`src/rtl/if_prefetch.sv`:
```
// Instruction fetch: fetch PC, single-outstanding imem handshake, prefetch FIFO, IF/ID register.
// Optional IF_PREFETCH_BYPASS_EN: ack into an empty FIFO goes straight to IF/ID, back-to-back requests.
module if_prefetch #(
  parameter int          DEPTH    = 4,
  parameter logic [31:0] RESET_PC = 32'd100
) (
  input  logic        clk,
  input  logic        resetn,
  output logic        imem_req,
  output logic [31:0] imem_addr,
  input  logic        imem_ack,
  input  logic [31:0] imem_rdata,
  input  logic        stall,
  input  logic        redirect,
  input  logic [31:0] redirect_pc,
  output logic [31:0] pc,
  output logic [31:0] dinst,
  output logic [31:0] dpc,
  output logic        dvalid
);
  localparam int AW = $clog2(DEPTH);
  localparam int CW = AW + 1;

  typedef enum logic [1:0] {IDLE, WAIT, DROP} state_e;

  state_e          state_q, state_d;
  logic [CW-1:0]   count_q, count_d;
  logic [AW-1:0]   rd_q, rd_d, wr_q, wr_d;
  logic [31:0]     pc_q, pc_d, addr_q, addr_d;
  logic            req_q, req_d;
  logic [31:0]     dinst_q, dinst_d, dpc_q, dpc_d;
  logic            dvalid_q, dvalid_d;
  logic            push, pop, byp, fifo_empty;
  logic [31:0]     inst_mem [DEPTH];
  logic [31:0]     ipc_mem  [DEPTH];

  assign fifo_empty = (count_q == '0);

  always_comb begin
    state_d  = state_q;
    count_d  = count_q;
    rd_d     = rd_q;
    wr_d     = wr_q;
    pc_d     = pc_q;
    addr_d   = addr_q;
    req_d    = req_q;
    dinst_d  = dinst_q;
    dpc_d    = dpc_q;
    dvalid_d = dvalid_q;
    push     = 1'b0;
    pop      = 1'b0;
    byp      = 1'b0;
    if (redirect) begin
      // Flush everything; an in-flight request must still be retired, so park it in DROP.
      count_d  = '0;
      rd_d     = '0;
      wr_d     = '0;
      dvalid_d = 1'b0;
      dinst_d  = '0;
      dpc_d    = '0;
      pc_d     = redirect_pc;
      if (state_q == WAIT || state_q == DROP) begin
        if (imem_ack) begin
          state_d = IDLE;
          req_d   = 1'b0;
        end else begin
          state_d = DROP;
        end
      end
    end else begin
      case (state_q)
        IDLE: if (count_q < CW'(DEPTH)) begin
          state_d = WAIT;
          req_d   = 1'b1;
          addr_d  = pc_q;
        end
        WAIT: if (imem_ack) begin
`ifdef IF_PREFETCH_BYPASS_EN
          byp = fifo_empty && !stall;
`endif
          push    = !byp;
          pc_d    = pc_q + 32'd4;
          state_d = IDLE;
          req_d   = 1'b0;
        end
        DROP: if (imem_ack) begin
          state_d = IDLE;
          req_d   = 1'b0;
        end
        default: state_d = IDLE;
      endcase
      if (!stall) begin
        if (!fifo_empty) begin
          pop      = 1'b1;
          dinst_d  = inst_mem[rd_q];
          dpc_d    = ipc_mem[rd_q];
          dvalid_d = 1'b1;
        end else if (byp) begin
          dinst_d  = imem_rdata;
          dpc_d    = pc_q;
          dvalid_d = 1'b1;
        end else begin
          dinst_d  = '0;
          dpc_d    = '0;
          dvalid_d = 1'b0;
        end
      end
      if (push) wr_d = wr_q + AW'(1);
      if (pop)  rd_d = rd_q + AW'(1);
      case ({push, pop})
        2'b10:   count_d = count_q + CW'(1);
        2'b01:   count_d = count_q - CW'(1);
        default: count_d = count_q;
      endcase
`ifdef IF_PREFETCH_BYPASS_EN
      if (state_q == WAIT && imem_ack && count_d < CW'(DEPTH)) begin
        state_d = WAIT;
        req_d   = 1'b1;
        addr_d  = pc_q + 32'd4;
      end
`endif
    end
  end

  always_ff @(posedge clk) begin
    if (!resetn) begin
      state_q  <= IDLE;
      count_q  <= '0;
      rd_q     <= '0;
      wr_q     <= '0;
      pc_q     <= RESET_PC;
      addr_q   <= '0;
      req_q    <= 1'b0;
      dinst_q  <= '0;
      dpc_q    <= '0;
      dvalid_q <= 1'b0;
    end else begin
      state_q  <= state_d;
      count_q  <= count_d;
      rd_q     <= rd_d;
      wr_q     <= wr_d;
      pc_q     <= pc_d;
      addr_q   <= addr_d;
      req_q    <= req_d;
      dinst_q  <= dinst_d;
      dpc_q    <= dpc_d;
      dvalid_q <= dvalid_d;
    end
  end

  always_ff @(posedge clk) begin
    if (resetn && push) begin
      inst_mem[wr_q] <= imem_rdata;
      ipc_mem[wr_q]  <= pc_q;
    end
  end

  assign imem_req  = req_q;
  assign imem_addr = addr_q;
  assign pc        = pc_q;
  assign dinst     = dinst_q;
  assign dpc       = dpc_q;
  assign dvalid    = dvalid_q;
endmodule

```
`config.mk`:
```
export PLATFORM = sky130hd
export DESIGN_NAME = if_prefetch
export DESIGN_NICKNAME = d
export VERILOG_FILES = /design/src/rtl/if_prefetch.sv
export SDC_FILE = /design/constraint.sdc
export NUM_CORES = 1
export LEC_CHECK = 0
export CORE_UTILIZATION = 59
export CTS_CLUSTER_DIAMETER = 40
export DETAILED_ROUTE_END_ITERATION = 10
export PLACE_DENSITY = 0.85
export SYNTH_ARGS = -nofsm -noshare
export SYNTH_HDL_FRONTEND = slang
export SYNTH_SLANG_ARGS = --single-unit
```
`constraint.sdc`:
```
create_clock -name clk -period 6.4 [get_ports clk]
set_input_delay 1.28 -clock clk [delete_from_list [all_inputs] [get_ports clk]]
set_output_delay 1.28 -clock clk [all_outputs]
set_load 0.05 [all_outputs]
```
Word level (Yosys, flattened, before mapping). Memory sizes are Yosys's and may differ from the RTL's. A register that Yosys moved wholly into a read port is not among the register bits. Index checks and enable logic that the tools add are counted.

Bits in registers: 139. Memory bits (writable): 256. Input bits: 69. Output and inout bits: 130. Logic and storage cells: 71. Memories: 2.

Add/subtract/negate cells: 5. $lt $le $gt $ge: 1. Equal/unequal tests: 7. Multiplexer cells: 30. Bitwise gates (word level): 2. Reductions and logical operators: 14.

Memory list: inst_mem (depth 4, width 32, rd ports 1, clocked after Yosys merged registers in 1, wr ports 1, RTL line 34) `logic [31:0] inst_mem [DEPTH];`; ipc_mem (depth 4, width 32, rd ports 1, clocked after Yosys merged registers in 1, wr ports 1, RTL line 35) `logic [31:0] ipc_mem [DEPTH];`.

Operator list (count): 32-bit 2-to-1 mux (5); 32-bit by 3-bit adder with 32-bit output (second input constant) (1); 2-bit 2-to-1 mux (9); 1-bit 2-to-1 mux (13); 3-bit AND reduction (3); 3-bit one-hot mux with 2 select lines (1); 2-bit nonzero test (3); 2-bit by 1-bit adder with 2-bit output (second input constant) (2); 2-bit by 1-bit == test with 1-bit output (second input constant) (2); 2-bit == test (second input constant) (2); 2-bit one-hot mux with 2 select lines (1); 2-bit OR reduction (2); 3-bit by 1-bit adder with 3-bit output (second input constant) (1); 3-bit logical NOT (1); 3-bit less-than comparator (second input constant) (1); 3-bit by 1-bit inequality test with 1-bit output (second input constant) (1); 3-bit inequality test (second input constant) (1); 3-bit nonzero test (1); 3-bit by 1-bit subtractor with 3-bit output (second input constant) (1); 2-bit logical NOT (1); 2-bit by 1-bit inequality test with 1-bit output (second input constant) (1); 1-bit inverter (2); 1-bit one-hot mux with 2 select lines (1); 2-bit AND reduction (1); 2 further kinds (2).

Logic depth before layout (Yosys ltp).
Depth in word-level cells: 7. Gate-level depth with buffers: 12.

Worst setup path after synthesis. OpenSTA, ideal clock, no wires.

Path type: input to register. From: in resetn. To: mem inst_mem[0][0] (enable). Setup time: 0.429 ns. Data arrival time: 3.505 ns. Data required time: 5.971 ns. Slack: 2.467 ns. Stages on the path: 4. Path buffers: 2. Cells stage by stage: clkbuf_1 > and4b_1 > clkbuf_1 > and2_1.

Word-level cells in the longest chain between the ends: 3.

RTL lines: from (decl) (RTL line 8) `input logic resetn,`; 1-bit logical AND (RTL line 152) `if (resetn && push) begin`; 1-bit 2-to-1 mux (RTL line 152); 1-bit 2-to-1 mux (not written as such) (RTL line 153) `inst_mem[wr_q] <= imem_rdata;`; to (decl) (RTL line 34).

No other way between the ends.

Final worst setup path.
From: reg pc_q[11] (netlist: pc[11]). To: out pc[11].

RTL lines: from (decl) (RTL line 29) `logic [31:0] pc_q, pc_d, addr_q, addr_d;`; from (signal assigned) (RTL line 142) `pc_q <= pc_d;`; to (decl) (RTL line 16) `output logic [31:0] pc,`.

No word-level cell between the ends.

==> metrics.md <==
| Metric | Value |
|---|---|
| Syn Inst Count | around 1000 |
| GRT Total Usage | between 20% and 30% |
| Worst clock skew | 0.0169 ns |
| Cell breakdown of the critical path | clkdlybuf4s50_1 |
| Post-synth top area cell | edfxtp_1 |
| Top Layer Used | met4 |
| Synth async-reset ratio | 0% |
| Row Count | between 50 and 60 |
| Share of cells above drive strength 1 | roughly 13% |
| Crit path largest cell delay | around 0.91 ns |
| Area fraction in compound gates after synthesis | around 8.1% |
| Die Span X | around 160 um |
| H-tree Lvls | 2 |
| Crit path max-delay family | buffers and inverters |
| Worst hold stages | 2 |
| Setup ws final | 2.98 ns |
| DIE AREA | between 0.02 and 0.03 mm^2 |
| RSZ-0062 raised after global routing | no |
| I/O pins | a little under 200 |
| CTS tree | built |
| Top_reg_cell synth | edfxtp_1 |
| Critical Path AT | roughly 2.1 ns |
| Synth Area in Simple Gates | around 8.7% |
| YS warnings | 0 |
| Period utilisation layout | roughly 53% |
| Worst-Margin Slew | 1.02 ns |
| Post-CTS Setup Bufs | 0 |
| Setup_tns | 0 ns |
| Max-slew headroom | a little under a third |
| Root buffer cell | clkbuf_16 |
| Min Tclk post-route | between 3 and 4 ns |
| Post-Syn Area | between 0.015 and 0.02 mm^2 |
| Clock Sinks | a little under 400 |
| Req. time, crit path | ~5.1 ns |
| Register area share after synthesis | a little over two thirds |
| Setup-failing EPs final | 0 |
| Final GP Congestion | roughly 0.8 |
| Static leakage power | roughly 6 nW |
| DRT met1 WL | approximately 14000 um |
| Post-synthesis adder-cell area fraction | less than 1% |
| DRT antenna net count | 0 |
| Routed WL per cell | 21.3 um |
| Post-synthesis mux area share | under 10% |
| Fmax | 0.293 GHz |
| Post-synthesis xor/xnor area fraction | 0.868% |
| Via count | 9455 |
| Number of global-route vias before repair | just under 10000 |
| Num CTS Buffers | 45 |
| Core Util, Final | around 75% |
| Post-Route WL | ~33000 um |
| Unique cell type count in the Yosys netlist | slightly below 60 |
| Clk_lat worst skew | approximately 0.54 ns |
| Area post-placement | 0.0173 mm^2 |
| Max-cap violations | 0 |
| Drt pass-1 iters | 7 |
| WHS | between 0.4 and 0.5 ns |
| Final Hold Fails | 0 |
| Final non-filler cell area | between 0.015 and 0.02 mm^2 |
| Post-DP HPWL | about 19000 um |
| Post-placement cell count | roughly 1500 |
| Final nets | between 1000 and 1500 |
| Post-synth top area share | 50.8% |
| Pwr/cell area | between 200 and 300 mW/mm^2 |
| CP max stage cell | clkdlybuf4s50_1 |
| Pwr Total | roughly 5.6 mW |
| Bufs and invs on worst path | 1 |
| Place WS | about 2.6 ns |
| N_diodes | 0 |
| Initial DRC count | just over 800 |
| Initial core utilization | approximately three fifths |
| Largest net degree at the start of global routing | 74 |
| #FFs+latches synth | roughly 400 |
| Core Area | between 0.02 and 0.03 mm^2 |
| CTS max path bufs | 3 |
| CP Launch Type | flop |
| Area contributors post-synth | edfxtp_1 51%, dfxtp_1 19%, mux4_2 9.5% |
| DR WL met3 | around 2800 um |
| Number of cells on the critical path | 1 |
| Maximum fanout along the worst path | 12 |
| Kind of critical path | reg2out |
| Largest family of logic cells by synthesized area | multiplexers |
| Status | finished clean |
| Fin. max-slew vios | 0 |
| P&R area growth vs syn | 24.0% |
| First-pass GRT wire length | 51800 um |
| Clk slew on worst S/H paths | 0.06 ns |
| Initial antenna violation count | 0 |
| Die Span Y | roughly 160 um |
| Non-filler cells, final | about 1600 |
| PortBufs | ~200 |
| Hold WC Path Type | reg2reg |
| Gr ovfl total | 0 |
| DRC | 0 |
| Vias per cell | around 6 |
| Post-synth EDFFs | between 200 and 300 |
| Reg2Reg Depth | 10 |
| CP endpoint kind | output pin |
| Met2 wire length | about 16000 um |
| Post_cts resized | 0 |
| Mean Syn Cell Area | 14.9 um^2 |
| Mapped Nets | about 1100 |
| # hold bufs at CTS | 0 |
| VDD IR max | approximately 0.00022 V |
## metal layers
metal	GRT usage, %	vias up
met4	8.10	0
met5	0	-
met2	42.4	434
li1	-	4271
met3	6.10	65
met1	33.6	4685
## final timing paths
path         slack [ns]            end     startpoint
max                2.98         pc[11]         pc[11]
min                0.46  imem_addr[20]  imem_addr[20]
max reg2reg        3.85     count_q[2]     state_q[1]
min reg2reg        0.46  imem_addr[20]  imem_addr[20]
## cell usage in the layout (no fill, tap or decap), types with 10 or more instances in the layout
cell type / n
clkdlybuf4s50_1: 196
buf_4: 11
a22oi_1: 64
nand3_1: 16
a21oi_1: 12
edfxtp_1: 256
dfxtp_1: 139
clkbuf_16: 47
a21boi_0: 34
mux4_2: 64
inv_1: 12
o21ai_0: 29
nor2_1: 82
clkbuf_1: 10
nand4_1: 12
nand2_1: 88
## layout make-up
| class | count | area [um^2] |
|---|---|---|
| tap | 330 | 413 |
| sequential | 397 | 10500 |
| clock buffer | 60 | 1250 |
| multi-input combinational | 537 | 4310 |
| fill | 1465 | 6400 |
| clock inverter | 24 | 188 |
| timing repair buffer | 209 | 2050 |
| inverter | 12 | 45.0 |
## sequential cells by signal, indices dropped and copies added, names as in the netlist, named ones only
signal,flops
imem_req,1
dpc,32
count_q,3
state_q,2
dinst,32
wr_q,2
dvalid,1
imem_addr,32
rd_q,2
ipc_mem,128
inst_mem,128
pc,32
## worst reg2reg max path: stages, from the launching register on
cell and delay [ns]:
dfxtp_1 0.32, inv_1 0.07, ha_1 0.25, and2_1 0.21, inv_1 0.32, ha_1 0.26
inv_1 0.06, fa_1 0.37, xor2_1 0.16, or3_1 0.31, a21oi_1 0.14
## cell usage after synthesis (3+ instances only)
| master | instances |
|---|---|
| clkbuf_1 | 53 |
| a21oi_1 | 12 |
| nor3b_1 | 3 |
| nand2b_1 | 3 |
| a31oi_1 | 6 |
| nand4_1 | 12 |
| a22oi_1 | 64 |
| ha_1 | 8 |
| edfxtp_1 | 256 |
| buf_2 | 11 |
| dfxtp_1 | 141 |
| nor2b_1 | 5 |
| and2_1 | 11 |
| or3_1 | 5 |
| nand3_1 | 16 |
| and3_1 | 9 |
| a21boi_0 | 34 |
| mux2i_1 | 5 |
| mux4_2 | 64 |
| inv_1 | 12 |
| buf_4 | 4 |
| nor2_1 | 83 |
| nand2_1 | 89 |
| nor4_1 | 6 |
| a211o_1 | 3 |
| nor3_1 | 7 |
| xnor2_1 | 9 |
| or4b_1 | 4 |
| and4_1 | 7 |
| o311a_1 | 3 |
| o311ai_0 | 4 |
| xor2_1 | 6 |
| o21ai_0 | 29 |
## kinds of logic after synthesis
logic type / count (synthesis)
flops: 397
simple gates: 271
compound gates: 173
buf+inv: 82
mux: 69
xor+xnor: 15
fa+ha+maj: 9
## power breakdown
group / internal, mW / switching, mW / total [mW]
sequential: 2.76 / 0.0569 / 2.82
clock: 1.44 / 1.02 / 2.46
combinational: 0.126 / 0.205 / 0.331
total: 4.32 / 1.28 / 5.60
(Power assumes the default switching activity.)
